===== config.mk =====
export PLATFORM = sky130hd
export DESIGN_NAME = row_window_accum
export DESIGN_NICKNAME = d
export VERILOG_FILES = /design/src/rtl/row_window_accum.sv
export SDC_FILE = /design/constraint.sdc
export NUM_CORES = 1
export LEC_CHECK = 0
export ABC_AREA = 1
export CAP_MARGIN = 10
export CORE_MARGIN = 2
export CORE_UTILIZATION = 52
export DETAILED_ROUTE_END_ITERATION = 10
export HOLD_SLACK_MARGIN = 0.06
export PLACE_DENSITY = 0.84
export SLEW_MARGIN = 20
export SYNTH_ARGS = -nofsm -noshare
export SYNTH_HDL_FRONTEND = slang
export SYNTH_SLANG_ARGS = --single-unit
export TNS_END_PERCENT = 50

===== constraint.sdc =====
create_clock -name clk -period 2.45 [get_ports clk]
set_clock_uncertainty 0.05 [all_clocks]
set_input_delay 0.49 -clock clk [delete_from_list [all_inputs] [get_ports clk]]
set_output_delay 0.49 -clock clk [all_outputs]
set_load 0.05 [all_outputs]

===== src/rtl/row_window_accum.sv =====
// Sliding-window accumulator: signed sum of the last DEPTH accepted row partial sums, saturated to OUT_W.
// Optional RELU_EN macro clamps negative saturated results to zero before the output register.
module row_window_accum #(
  parameter int DATA_W = 16,
  parameter int DEPTH  = 3,
  parameter int OUT_W  = 16,
  localparam int CNT_W = $clog2(DEPTH + 1),
  localparam int SUM_W = DATA_W + $clog2(DEPTH)
) (
  input  logic                     clk,
  input  logic                     rst_n,
  input  logic                     clear,
  input  logic                     in_valid,
  input  logic signed [DATA_W-1:0] in_data,
  output logic                     out_valid,
  output logic signed [OUT_W-1:0]  out_data,
  output logic [CNT_W-1:0]         fill_count
);

  localparam int WIDE_W = ((SUM_W > OUT_W) ? SUM_W : OUT_W) + 1;
  localparam logic signed [WIDE_W-1:0] MAX_V = {{(WIDE_W-OUT_W+1){1'b0}}, {(OUT_W-1){1'b1}}};
  localparam logic signed [WIDE_W-1:0] MIN_V = {{(WIDE_W-OUT_W+1){1'b1}}, {(OUT_W-1){1'b0}}};

  function automatic logic signed [OUT_W-1:0] sat_out(input logic signed [SUM_W-1:0] v);
    logic signed [WIDE_W-1:0] vw;
    vw = WIDE_W'(v);
    if (vw > MAX_V)      sat_out = $signed(MAX_V[OUT_W-1:0]);
    else if (vw < MIN_V) sat_out = $signed(MIN_V[OUT_W-1:0]);
    else                 sat_out = $signed(vw[OUT_W-1:0]);
  endfunction

  function automatic logic signed [OUT_W-1:0] relu(input logic signed [OUT_W-1:0] v);
    relu = (v < 0) ? '0 : v;
  endfunction

  logic signed [DATA_W-1:0] win_p0 [DEPTH];
  logic signed [DATA_W-1:0] win_nxt [DEPTH];
  logic [CNT_W-1:0]         fill_p0;
  logic [CNT_W-1:0]         fill_nxt;
  logic                     vld_nxt;
  logic                     vld_p0;
  logic signed [SUM_W-1:0]  sum_p0;
  logic signed [OUT_W-1:0]  res_p0;
  logic signed [OUT_W-1:0]  data_p1;
  logic                     vld_p1;

  // clear empties the window first, so a same-cycle sample lands as the only entry
  always_comb begin
    for (int i = 0; i < DEPTH; i++) win_nxt[i] = clear ? '0 : win_p0[i];
    fill_nxt = clear ? '0 : fill_p0;
    if (in_valid) begin
      for (int i = 0; i < DEPTH - 1; i++) win_nxt[i] = clear ? '0 : win_p0[i+1];
      win_nxt[DEPTH-1] = in_data;
      if (fill_nxt != CNT_W'(DEPTH)) fill_nxt = fill_nxt + 1'b1;
    end
    vld_nxt = in_valid && !clear && (fill_nxt == CNT_W'(DEPTH));
  end

  // stage p0: window registers, fill count and full-window flag
  always_ff @(posedge clk or negedge rst_n) begin
    if (!rst_n) begin
      for (int i = 0; i < DEPTH; i++) win_p0[i] <= '0;
      fill_p0 <= '0;
      vld_p0  <= 1'b0;
    end else begin
      for (int i = 0; i < DEPTH; i++) win_p0[i] <= win_nxt[i];
      fill_p0 <= fill_nxt;
      vld_p0  <= vld_nxt;
    end
  end

  always_comb begin
    sum_p0 = '0;
    for (int i = 0; i < DEPTH; i++) sum_p0 = sum_p0 + SUM_W'(win_p0[i]);
`ifdef RELU_EN
    res_p0 = relu(sat_out(sum_p0));
`else
    res_p0 = sat_out(sum_p0);
`endif
  end

  // stage p1: registered result; a flush suppresses a pending pulse
  always_ff @(posedge clk or negedge rst_n) begin
    if (!rst_n) begin
      vld_p1  <= 1'b0;
      data_p1 <= '0;
    end else begin
      vld_p1 <= vld_p0 && !clear;
      if (vld_p0 && !clear) data_p1 <= res_p0;
    end
  end

  assign out_valid  = vld_p1;
  assign out_data   = data_p1;
  assign fill_count = fill_p0;

`ifndef RELU_EN
  logic unused_relu;
  assign unused_relu = ^relu('0);
`endif

endmodule


# Word level (Yosys, flattened, before mapping)
# Cells that the tools add are included.
[totals]
reg_bits = 68
in_bits = 20
out_inout_bits = 19
elab_cells = 28
[op_classes]
add_sub_neg = 3
n_lt_le_gt_ge = 2
eq_ne = 2
muxes = 9
reduce_logical = 5
[op_table]
columns = ["cell", "count"]
rows = [
  ["16-bit 2-to-1 mux", 5],
  ["48-bit 2-to-1 mux", 1],
  ["17-bit by 16-bit adder with 18-bit output", 1],
  ["18-bit by 16-bit greater-than comparator with 1-bit output, second input constant", 1],
  ["18-bit by 16-bit less-than comparator with 1-bit output, second input constant", 1],
  ["16-bit by 16-bit adder with 17-bit output", 1],
  ["2-bit 2-to-1 mux", 3],
  ["1-bit logical AND", 3],
  ["2-bit by 1-bit adder with 2-bit output, second input constant", 1],
  ["2-bit == test, second input constant", 1],
  ["2-bit != test, second input constant", 1],
  ["2-bit nonzero test", 1],
  ["1-bit logical NOT", 1],
]

# Longest topological paths before layout
# Gate-level depths: netlist of the first run.
[depth]
depth_word = 6
ltp_mapped = 18
ltp_nobuf = 17

# Worst setup path before layout of the first run
# No wires, ideal clock.
[synth_path]
path_kind = "flip-flop to flip-flop"
startpoint = "reg win_p0[1] (netlist name)"
endpoint = "reg data_p1[10], in the netlist out_data[10]"
setup_ns = 0.121
arrival_time_ns = 2.510
t_required_ns = 2.279
slack_ns = -0.231
path_stages_with_launch = 17
path_buffers = 1
period_less_slack_ns = 2.681
cell_sequence = "dfrtp_1 > inv_1 > fa_1 > inv_1 > ha_1 > fa_1 > nand2_1 > nand2_1 > nand2_1 > o21ai_2 > nand2_1 > nand2_1 > nand2_2 > nand2_4 > a21oi_4 > buf_12 > a21oi_2"
[synth_between]
elab_chain_len = 4
elab_cells_between_ends = 5
cone_classes = "add/sub (1); order compare (2); mux (2)"
[synth_lines]
columns = ["item", "line", "source"]
rows = [
  ["from (decl)", "36", "logic signed [DATA_W-1:0] win_p0 [DEPTH];"],
  ["17-bit by 16-bit adder with 18-bit output (*)", "74", "for (int i = 0; i < DEPTH; i++) sum_p0 = sum_p0 + SUM_W'(win_p0[i]);"],
  ["18-bit by 16-bit less-than comparator with 1-bit output", "28", "else if (vw < MIN_V) sat_out = $signed(MIN_V[OUT_W-1:0]);"],
  ["16-bit 2-to-1 mux", "28", ""],
  ["16-bit 2-to-1 mux (*)", "27", "if (vw > MAX_V) sat_out = $signed(MAX_V[OUT_W-1:0]);"],
  ["to (signal assigned)", "89", "if (vld_p0 && !clear) data_p1 <= res_p0;"],
  ["to (decl)", "44", "logic signed [OUT_W-1:0] data_p1;"],
]
# Mark *: on every way between the ends. The rest lies on a longest branch, timed or not.
# A chain may end at the register's enable or synchronous reset.

# Final worst setup path of the first run
[layout_path]
startpoint = "reg win_p0[33] (netlist name)"
endpoint = "reg data_p1[14], in the netlist out_data[14]"
[layout_between]
elab_chain_len = 5
elab_cells_between_ends = 6
cone_classes = "add/sub (2); order compare (2); mux (2)"
[layout_lines]
columns = ["item", "line"]
rows = [
  ["16-bit by 16-bit adder with 17-bit output (*)", "74"],
  ["17-bit by 16-bit adder with 18-bit output (*)", "74"],
  ["18-bit by 16-bit less-than comparator with 1-bit output", "28"],
  ["16-bit 2-to-1 mux", "28"],
  ["16-bit 2-to-1 mux (*)", "27"],
]
# Marks and branches as above.

==> results.md, run 1 <==
* Combined buffer and inverter count along the critical path at 3
* Synthesized net count at approximately 530
* Global-route usage over all layers at 0.230
* Routed length on met3 at ~410 um
* Violated checks: negative setup slack
* Root cell of the clock tree: sky130_fd_sc_hd__clkbuf_8
* Predominant post-synthesis flop cell: sky130_fd_sc_hd__dfrtp_1
* Clock-pin slew of the registers on the worst-case setup and hold paths at 0.08 ns
* Uppermost signal routing layer after detailed routing: met4
* Placer congestion estimate at ~0.86
* Cell area power density at ~750 nW/um2
* Maximum fanout along the worst path at 5
* Async S/R FF share, synth at 1.00
* Worst Max-Slew Pin Slew at 0.500 ns
* Leak at between 0.002 and 0.003 uW
* Global-route congestion overflow total at 0
* Number of antenna violations at the first check in global routing at 0
* Run status: complete, but fails checks
* Vias in the first global route at approximately 3400
* Post-route total power at roughly 4000 uW
* Maximum frequency from static timing analysis at approximately 360 MHz
* Chip Height at 91.8 um
* Via count at between 3000 and 4000
* Post-route clock period utilization at 1.14
* Sum of met2 wire segment lengths after detailed routing at ~4.7 mm
* Count of final setup violators at 16
* Netlist area before placement at around 4000 um2
* Final period demand of the worst path at roughly 2.8 ns
* Commonest non-fill, non-tap cell in the layout: sky130_fd_sc_hd__nand2_1
* Multi-input gate area in the final layout at 2170 um2
* Worst-path cell with the longest stage delay: sky130_fd_sc_hd__fa_1
* Path type of the worst min-delay path: in -> async
* Count of mapped cells out of synthesis at 473
* Effective utilization at floorplan at 0.527
* Post-Route M1 WL at about 4 mm
* Number of placed I/O pins at 39
* Per-cell routed wire length at between 10 and 15 um
* Number of synthesized flops with an enable pin at 0
* Net count, final at ~610
* Post-synthesis cell type count at 32
* Total of warnings raised by yosys at 0
* Endpoint arrival time on the critical path at 2.97 ns
* Post-DP HPWL at 6.19 mm
* CTS tree: done
* Die Outline Area at between 8000 and 9000 um2
* Kind of launch point of the worst setup path: register
* Cts bufs inserted at 9
* Unrepaired setup endpoints after global routing: true
* Detail-routed via count per cell at 5.28
* Avg Inst Size Synth at between 8 and 9 um2
* Num Clock Sinks at slightly below 70
* Post-synthesis sequential area ratio at 0.424
* Longest Clk Path Bufs at 2
* Class of the most critical setup path: reg -> reg
* Critical path required time at about 2.6 ns
* Largest net degree at the start of global routing at ~70
* Minimum setup slack in the final design at -0.338 ns
* Area Growth Syn to Fin at 31.2%
* Commonest non-fill, non-tap cells in the layout: sky130_fd_sc_hd__nand2_1 (128), sky130_fd_sc_hd__dfrtp_1 (68), sky130_fd_sc_hd__nand3_1 (56), sky130_fd_sc_hd__buf_4 (56), sky130_fd_sc_hd__clkdlybuf4s50_1 (37)
* Wire length after detailed routing at 9.32 mm
* Number of fill cells at 581
* Final antenna-violating net count at 0
* Level count of the clock H-tree at 3
* Share of layout cells above drive strength 1 at 0.230
* Core footprint at ~7600 um2
* Worst-case setup slack after placement at -0.322 ns
* Max-cap viol count at 0
* Wire length of the first global-routing pass at 15.4 mm
* CP endpoint kind: register
* Most frequent cell on the critical path: sky130_fd_sc_hd__nand2_2
* Final Hold Fails at 0
* Clock latency reported for the late side of the worst-skew pair at 0.35 ns
* Number of remaining DRC errors at 0
* Number of inserted diodes at 0
* Placement Rows at 32
* Flip-flop and latch count after synthesis at slightly below 70
* Number of iterations in the first detailed-routing pass at 5
* Die width at around 90 um
* Drt initial violations at ~160
* Family of cells with the greatest summed delay on the critical path: adder cells
* Peak supply drop at a little under 0.0006 V
* R2R Setup Slk at -0.34 ns
* FF/Latch Area at roughly 1700 um2
* Delay of the slowest cell on the worst path at about 0.55 ns
* Port buffer count at 38
* Worst-path cell chain: inv_2 -> fa_1 -> inv_2 -> ha_4 -> fa_2 -> nand2_2 -> nand2_2 -> nand2_2 -> o21ai_2 -> nand2_2 -> nand2_2 -> nand2_4 -> nand2_4 -> a21oi_4 -> clkbuf_16 -> a21oi_2
* Max-slew headroom at the worst pin at 0.666
* Fin. max-slew vios at 0
==> layout make-up <==
cell class	instances	area share
Sequential cell	68	0.323
Multi-Input combinational cell	347	0.412
Clock inverter	7	0.0231
Clock buffer	9	0.0235
Tap cell	102	0.0243
Timing Repair Buffer	98	0.167
Inverter	37	0.0264
==> registers in the layout, summed over array words and instances (netlist names) <==
signal	flops
fill_count	2
out_data	16
out_valid	1
vld_p0	1
win_p0	48
==> what timing repair did <==
item / 4_1_cts / 5_1_grt
endpoints found under the setup margin: 16 / 16
setup buffers: 2 / 0
resized for setup: 14 / 9
cloned: 1 / 1
pin swaps: 2 / 5
hold buffers: 0 / 0
==> stage by stage <==
step	setup TNS, ns	utilization	std cells	hold WS, ns	area, um2
after CTS	-3.61	0.681	667	0.0995	5180
after global routing	-6.52	0.692	668	0.108	5260
after detailed placement	-3.85	0.641	648	0.426	4880
final	-4.70	0.692	668	0.0952	5260
after floorplan	-1.57	-	473	0.144	4020
after global placement	-2.31	0.641	648	0.426	4880
==> cell usage after synthesis (2+ instances only) <==
cell type,count,area share
sky130_fd_sc_hd__a21oi_1,15,0.019
sky130_fd_sc_hd__a21oi_2,13,0.028
sky130_fd_sc_hd__buf_1,4,0.0037
sky130_fd_sc_hd__clkbuf_1,14,0.013
sky130_fd_sc_hd__dfrtp_1,68,0.42
sky130_fd_sc_hd__fa_1,17,0.085
sky130_fd_sc_hd__ha_1,16,0.050
sky130_fd_sc_hd__inv_1,35,0.033
sky130_fd_sc_hd__inv_2,2,0.0019
sky130_fd_sc_hd__nand2_1,134,0.13
sky130_fd_sc_hd__nand2_2,9,0.014
sky130_fd_sc_hd__nand3_1,57,0.071
sky130_fd_sc_hd__nor2_1,24,0.022
sky130_fd_sc_hd__nor3_2,2,0.0050
sky130_fd_sc_hd__o21ai_0,37,0.046
sky130_fd_sc_hd__xnor2_1,4,0.0087
sky130_fd_sc_hd__xor2_1,7,0.015
==> worst paths after layout <==
kind	startpoint	to	depth (start not counted)
worst max-delay path	win_p0[33]$_DFFE_PN0P_	out_data[14]$_DFFE_PN0P_	16
worst min register to register	out_data[15]$_DFFE_PN0P_	out_data[15]$_DFFE_PN0P_	2
max in group asynchronous	rst_n	win_p0[45]$_DFFE_PN0P_	2
min in group clk	out_data[15]$_DFFE_PN0P_	out_data[15]$_DFFE_PN0P_	2
worst max register to register	win_p0[33]$_DFFE_PN0P_	out_data[14]$_DFFE_PN0P_	16
worst min-delay path	rst_n	out_data[15]$_DFFE_PN0P_	2
==> power by group <==
group,internal [uW],switching [uW]
Sequential,1270,93.9
Combinational,544,882
Clock,683,452
Total,2490,1430
==> kinds of logic after synthesis <==
family / count (synthesis) / share of synthesized area
and+or+nand+nor: 233 / 0.251
DFF: 68 / 0.424
AOI/OAI and AO/OA: 69 / 0.103
adders and majority gates: 33 / 0.135
buffers and inverters: 59 / 0.0624
xor gates and xnor gates: 11 / 0.0240
==> routing by layer <==
| metal | GRT usage | up-vias |
|---|---|---|
| li1 | - | 1708 |
| met1 | 0.299 | 1683 |
| met2 | 0.390 | 114 |
| met3 | 0.0468 | 19 |
| met4 | 0.0721 | 0 |
| met5 | 0 | - |
Note: power is estimated with default switching activity, not from simulation.
==> run 2, diff against run 1 <==
--- a/config.mk
+++ b/config.mk
@@ -8,10 +8,11 @@
 export ABC_AREA = 1
 export CAP_MARGIN = 10
 export CORE_MARGIN = 2
-export CORE_UTILIZATION = 52
+export CORE_UTILIZATION = 55
 export DETAILED_ROUTE_END_ITERATION = 10
+export DONT_BUFFER_PORTS = 1
 export HOLD_SLACK_MARGIN = 0.06
-export PLACE_DENSITY = 0.84
+export PLACE_DENSITY = 0.8
 export SLEW_MARGIN = 20
 export SYNTH_ARGS = -nofsm -noshare
 export SYNTH_HDL_FRONTEND = slang
==> run 2 against run 1 <==
Against the previous run:
- the flow still finishes with violations (negative setup slack)
- die area decreased by 5.2%
- total power decreased by 15%
- largest power group is now registers
- register-to-register slack improved by 0.095 ns
- sequential power increased by 29%
- first-iteration DRC count decreased by 38%
- design area decreased by 9.3%
- clock power decreased by 27%
- highest routed layer unchanged
- cell count decreased by 7.0%
- via count decreased by 7.7%
- fmax increased by 3.5%
==> results.md, run 2 (same netlist as run 1, synthesis figures left out) <==
* Final antenna-violating net count at 0
* Commonest non-fill, non-tap cell in the layout: sky130_fd_sc_hd__nand2_1
* Path type of the worst min-delay path: in -> reg
* Global-route usage over all layers at 0.225
* Drt initial violations at 101
* Count of final setup violators at 16
* Wire length of the first global-routing pass at approximately 14 mm
* Longest Clk Path Bufs at 2
* Final instance area at ~4800 um2
* Minimum setup slack in the final design at -0.243 ns
* Count of placed standard cells in the final layout, fillers left out at ~620
* Clock latency reported for the late side of the worst-skew pair at about 0.35 ns
* Clock-pin slew of the registers on the worst-case setup and hold paths at approximately 0.080 ns
* Number of antenna violations at the first check in global routing at 0
* Placement Rows at 31
* Worst Max-Slew Pin Slew at between 0.6 and 0.7 ns
* Number of setup buffers added after CTS at 0
* Post-DP HPWL at about 5.9 mm
* CTS tree: done
* Post-route clock period utilization at 1.10
* Net count, final at 570
* Chip Height at 89.4 um
* Run status: complete, but fails checks
* Die width at 89.4 um
* Largest net degree at the start of global routing at a little under 70
* Class of the most critical setup path: reg -> reg
* Number of iterations in the first detailed-routing pass at 5
* Vias in the first global route at 3074
* Max-cap viol count at 0
* Global-route congestion overflow total at 0
* Design internal power at 1980 uW
* Switching power share of the total at 0.409
* Final period demand of the worst path at 2.69 ns
* Comb pwr share at 0.227
* Cts bufs inserted at 9
* Level count of the clock H-tree at 3
* Detail-routed via count per cell at 5.24
* Commonest non-fill, non-tap cells in the layout: sky130_fd_sc_hd__nand2_1 (130), sky130_fd_sc_hd__dfrtp_1 (68), sky130_fd_sc_hd__nand3_1 (56)
* Number of remaining DRC errors at 0
* Violated checks: negative setup slack
* Kind of launch point of the worst setup path: register
* Core footprint at around 7000 um2
* Placer congestion estimate at around 0.88
* Cell area power density at around 700 nW/um2
* Worst-path cell with the longest stage delay: sky130_fd_sc_hd__fa_1
* Sequential cell fraction of total power at 0.524
* Psw at about 1400 uW
* Worst-case setup slack after placement at -0.251 ns
* Critical path required time at between 2 and 3 ns
* Wire length after detailed routing at around 8.3 mm
* Max FFs per register at 48
* Top register by number of flip-flops: win_p0
* Total cell area at the placement stage at 4440 um2
* Root cell of the clock tree: sky130_fd_sc_hd__clkbuf_8
* Number of inserted diodes at 0
* Power share of the clock group at 0.249
* Fin. max-slew vios at 0
* Area Growth Syn to Fin at 19.0%
* Total placed cells including tap cells at around 600
* Endpoint arrival time on the critical path at around 2.9 ns
* Max-slew headroom at the worst pin at 0.594
* CP endpoint kind: register
* Number of placed I/O pins at 39
* Num Clock Sinks at roughly 70
* Die Outline Area at between 7000 and 8000 um2
* Per-cell routed wire length at roughly 13 um
* Leak at 0.00243 uW
* Peak supply drop at between 0.0004 and 0.0005 V
* Final Hold Fails at 0
* Maximum frequency from static timing analysis at between 300 and 400 MHz
* Via count at around 3300
* Port buffer count at 0
* Unrepaired setup endpoints after global routing: true
* Maximum fanout along the worst path at 10
* Worst-path cell chain: inv_2 -> fa_1 -> inv_2 -> ha_4 -> fa_2 -> nand2_1 -> nand2_1 -> nand3_1 -> nand2_2 -> nand2_2 -> nand3_2 -> nand2_1 -> nand2_2 -> a21oi_4 -> buf_12 -> a21oi_2
* Delay of the slowest cell on the worst path at roughly 0.54 ns
* Effective utilization at floorplan at 0.562
* Share of layout cells above drive strength 1 at 0.226
-- run 2: cell count changes in the layout (fill, tap and decap cells not counted), moves of 2 or more --
cell,previous run,this run
sky130_fd_sc_hd__buf_4,56,51
sky130_fd_sc_hd__a21oi_1,9,14
sky130_fd_sc_hd__ha_4,3,7
sky130_fd_sc_hd__bufinv_16,3,0
sky130_fd_sc_hd__ha_1,13,9
sky130_fd_sc_hd__a21oi_2,19,13
sky130_fd_sc_hd__clkdlybuf4s50_1,37,0
sky130_fd_sc_hd__nand2_4,4,2
sky130_fd_sc_hd__buf_12,3,1
sky130_fd_sc_hd__nand2_1,128,130
-- run 2: routing by layer --
layer	wire [um]	vias to the layer above	GRT usage
met3	398	13	0.0591
li1	-	1620	-
met2	3890	82	0.343
met1	3850	1536	0.313
met5	0	-	0
met4	116	0	0.0787
-- run 2: what timing repair did --
action,CTS,global route
endpoints found under the setup margin,16,16
hold buffers,2,0
hold endpoints to repair,68,0
pin swaps,2,2
resized for setup,8,13
cloned,1,0
-- run 2: metrics by stage --
step | utilization | TNS [ns] | hold WS, ns | power [uW]
finish | 0.668 | -3.22 | 0.171 | 3350
CTS | 0.655 | -3.18 | 0.156 | 3340
global placement | 0.622 | -2.34 | 0.147 | 2420
global route | 0.668 | -6.32 | 0.162 | 3560
detailed placement | 0.622 | -3.12 | 0.147 | 2460
floorplan | - | -1.57 | 0.144 | 2230
-- run 2: path summary, 6_finish.rpt --
kind	end	depth (start not counted)	from	slack (ns)
worst min register to register	win_p0[17]$_DFF_PN0_	2	win_p0[1]$_DFF_PN0_	0.49
worst max register to register	out_data[11]$_DFFE_PN0P_	16	win_p0[33]$_DFFE_PN0P_	-0.24
max in group asynchronous	win_p0[7]$_DFF_PN0_	2	rst_n	1.42
worst max-delay path	out_data[11]$_DFFE_PN0P_	16	win_p0[33]$_DFFE_PN0P_	-0.24
min in group asynchronous	out_data[9]$_DFFE_PN0P_	2	rst_n	0.64
worst min-delay path	win_p0[1]$_DFF_PN0_	1	clear	0.17
-- run 2: critical path: cells and delay by family (launching register included) --
kind                       cells  cell delay (ns)
AOI/OAI and AO/OA              2             0.25
buffers and inverters          3             0.24
and+or+nand+nor                8             0.59
DFF                            1             0.36
adders and majority gates      3             1.05
-- run 2: area by class of cell --
type	instances	area [um2]
fill	584	2370
multi-input combinational	347	2190
sequential	68	1700
timing repair buffer	54	440
inverter	37	139
clock buffer	10	128
tap	99	124
clock inverter	6	47.5
-- run 2: power by group through the flow --
stage	logic [uW]	clock network (uW)	registers (uW)
floorplan	475	0	1760
global placement	649	0	1770
detailed placement	674	0	1780
CTS	724	855	1760
global route	861	919	1780
finish	761	833	1750
==> run 3, diff against run 2 <==
--- a/config.mk
+++ b/config.mk
@@ -13,6 +13,7 @@
 export DONT_BUFFER_PORTS = 1
 export HOLD_SLACK_MARGIN = 0.06
 export PLACE_DENSITY = 0.8
+export SKIP_CTS_REPAIR_TIMING = 1
 export SLEW_MARGIN = 20
 export SYNTH_ARGS = -nofsm -noshare
 export SYNTH_HDL_FRONTEND = slang
==> run 3 against run 2 <==
Against the previous run:
- worst hold slack got worse by 0.00073 ns
- first-iteration DRC count increased by 32%
- critical endpoint is now out_data[5]$_DFFE_PN0P_
- the flow still finishes with violations (negative setup slack)
- register-to-register slack got worse by 0.07 ns
- worst setup slack got worse by 0.066 ns
- fmax decreased by 2.4%
- sequential share of layout area decreased by 1.5 points
- via count increased by 4.2%
- routed wire length increased by 7.5%
- combinational power increased by 11%
- critical path depth unchanged
- flip-flop and latch count unchanged
==> results.md, run 3 (same netlist as run 1, synthesis figures left out) <==
* Commonest non-fill, non-tap cell in the layout: sky130_fd_sc_hd__nand2_1
* Num Clock Sinks at 68
* Cts bufs inserted at 9
* Effective utilization at floorplan at 0.562
* Number of remaining DRC errors at 0
* Endpoint arrival time on the critical path at roughly 3.0 ns
* Wire length of the first global-routing pass at 13.6 mm
* Peak supply drop at approximately 0.00040 V
* Clock latency reported for the late side of the worst-skew pair at between 0.3 and 0.4 ns
* Max-slew headroom at the worst pin at 0.597
* Port buffer count at 0
* Aggregate negative setup slack at -3.87 ns
* Root cell of the clock tree: sky130_fd_sc_hd__clkbuf_8
* Run status: complete, but fails checks
* Number of inserted diodes at 0
* Kind of launch point of the worst setup path: register
* Drt initial violations at about 130
* Maximum frequency from static timing analysis at 363 MHz
* Placement Rows at 31
* Number of iterations in the first detailed-routing pass at 4
* Depth of the worst hold-timing path at 1
* Worst Max-Slew Pin Slew at 0.605 ns
* Final instance area at about 5000 um2
* R2r worst-path depth at 16
* Chip Height at a little under 90 um
* Final antenna-violating net count at 0
* Max-cap viol count at 0
* Post-route total power at approximately 3400 uW
* Wire length after detailed routing at just under 9 mm
* Commonest non-fill, non-tap cells in the layout: sky130_fd_sc_hd__nand2_1 (119), sky130_fd_sc_hd__dfrtp_1 (68), sky130_fd_sc_hd__buf_4 (58)
* Die width at 89.4 um
* Number of placed I/O pins at 39
* Global-route congestion overflow total at 0
* Max FFs per register at 48
* Global-route usage over all layers at 0.222
* Net count, final at between 500 and 600
* Die Outline Area at between 7000 and 8000 um2
* Vias in the first global route at roughly 3000
* Maximum fanout along the worst path at 5
* Total cell area at the placement stage at between 4000 and 5000 um2
* Critical path required time at 2.64 ns
* Count of final setup violators at 16
* Fin. max-slew vios at 0
* Final Hold Fails at 0
* Path type of the worst min-delay path: in -> reg
* Largest net degree at the start of global routing at roughly 70
* Post-route clock period utilization at 1.13
* Layout Utilization at 0.697
* Detail-routed via count per cell at around 5.4
* Unrepaired setup endpoints after global routing: true
* Placer congestion estimate at around 0.88
* Clock-pin slew of the registers on the worst-case setup and hold paths at around 0.080 ns
* Number of antenna violations at the first check in global routing at 0
* Level count of the clock H-tree at 3
* Leak at between 0.002 and 0.003 uW
* Post-DP HPWL at around 5.9 mm
* Top register by number of flip-flops: win_p0
* Longest Clk Path Bufs at 2
* Final period demand of the worst path at 2.76 ns
* Area Growth Syn to Fin at 24.1%
* Minimum setup slack in the final design at -0.309 ns
* Via count at 3389
* Violated checks: negative setup slack
* Core footprint at 7140 um2
* Per-cell routed wire length at 14.1 um
* Share of layout cells above drive strength 1 at 0.277
* CTS tree: done
* Class of the most critical setup path: reg -> reg
* CP endpoint kind: register
* Cell area power density at just under 700 nW/um2
-- run 3: final timing paths --
kind / startpoint / end / slack, ns
worst max-delay path: win_p0[33]$_DFFE_PN0P_ / out_data[5]$_DFFE_PN0P_ / -0.31
worst min-delay path: clear / win_p0[1]$_DFF_PN0_ / 0.17
worst max register to register: win_p0[33]$_DFFE_PN0P_ / out_data[5]$_DFFE_PN0P_ / -0.31
worst min register to register: win_p0[1]$_DFF_PN0_ / win_p0[17]$_DFF_PN0_ / 0.49
max in group asynchronous: rst_n / win_p0[10]$_DFF_PN0_ / 1.42
min in group asynchronous: rst_n / out_data[9]$_DFFE_PN0P_ / 0.64
-- run 3: report_power, final --
group / internal (uW) / switching [uW] / total, uW
Combinational: 385 / 458 / 842
Clock: 378 / 463 / 841
Sequential: 1260 / 495 / 1760
-- run 3: critical path: stages (launching register included) --
cell,delay (ns)
sky130_fd_sc_hd__dfrtp_1,0.36
sky130_fd_sc_hd__inv_2,0.04
sky130_fd_sc_hd__fa_1,0.53
sky130_fd_sc_hd__inv_1,0.05
sky130_fd_sc_hd__ha_2,0.18
sky130_fd_sc_hd__fa_2,0.35
sky130_fd_sc_hd__nand2_2,0.07
sky130_fd_sc_hd__nand2_2,0.06
sky130_fd_sc_hd__nand2_2,0.07
sky130_fd_sc_hd__o21ai_2,0.06
sky130_fd_sc_hd__nand2_2,0.08
sky130_fd_sc_hd__nand2_2,0.07
sky130_fd_sc_hd__nand2_2,0.09
sky130_fd_sc_hd__nand2_4,0.06
sky130_fd_sc_hd__a21oi_4,0.25
sky130_fd_sc_hd__clkbuf_16,0.20
sky130_fd_sc_hd__a21oi_2,0.04
-- run 3: layout make-up --
| type | instances | area [um2] |
|---|---|---|
| inverters | 37 | 141 |
| multi-input cells | 347 | 2300 |
| well taps | 99 | 124 |
| fillers | 533 | 2160 |
| repair buffers | 63 | 529 |
| clock inverters | 6 | 47.5 |
| clock buffers | 10 | 128 |
| flip-flops and latches | 68 | 1700 |
-- run 3: stage by stage --
stage	instances	hold slack (ns)	worst slack [ns]
2_1_floorplan	473	0.144	-0.147
3_3_place_gp	602	0.147	-0.164
3_5_place_dp	602	0.147	-0.251
4_1_cts	618	-0.239	-0.285
5_1_grt	630	0.162	-0.452
6_report	630	0.170	-0.309
-- run 3: per-layer routing --
metal | routed length [um] | track usage | vias to the layer above
met5 | 0 | 0 | -
met4 | 138 | 0.0787 | 0
met3 | 398 | 0.0600 | 16
met2 | 4350 | 0.335 | 99
met1 | 3990 | 0.311 | 1630
li1 | - | - | 1644
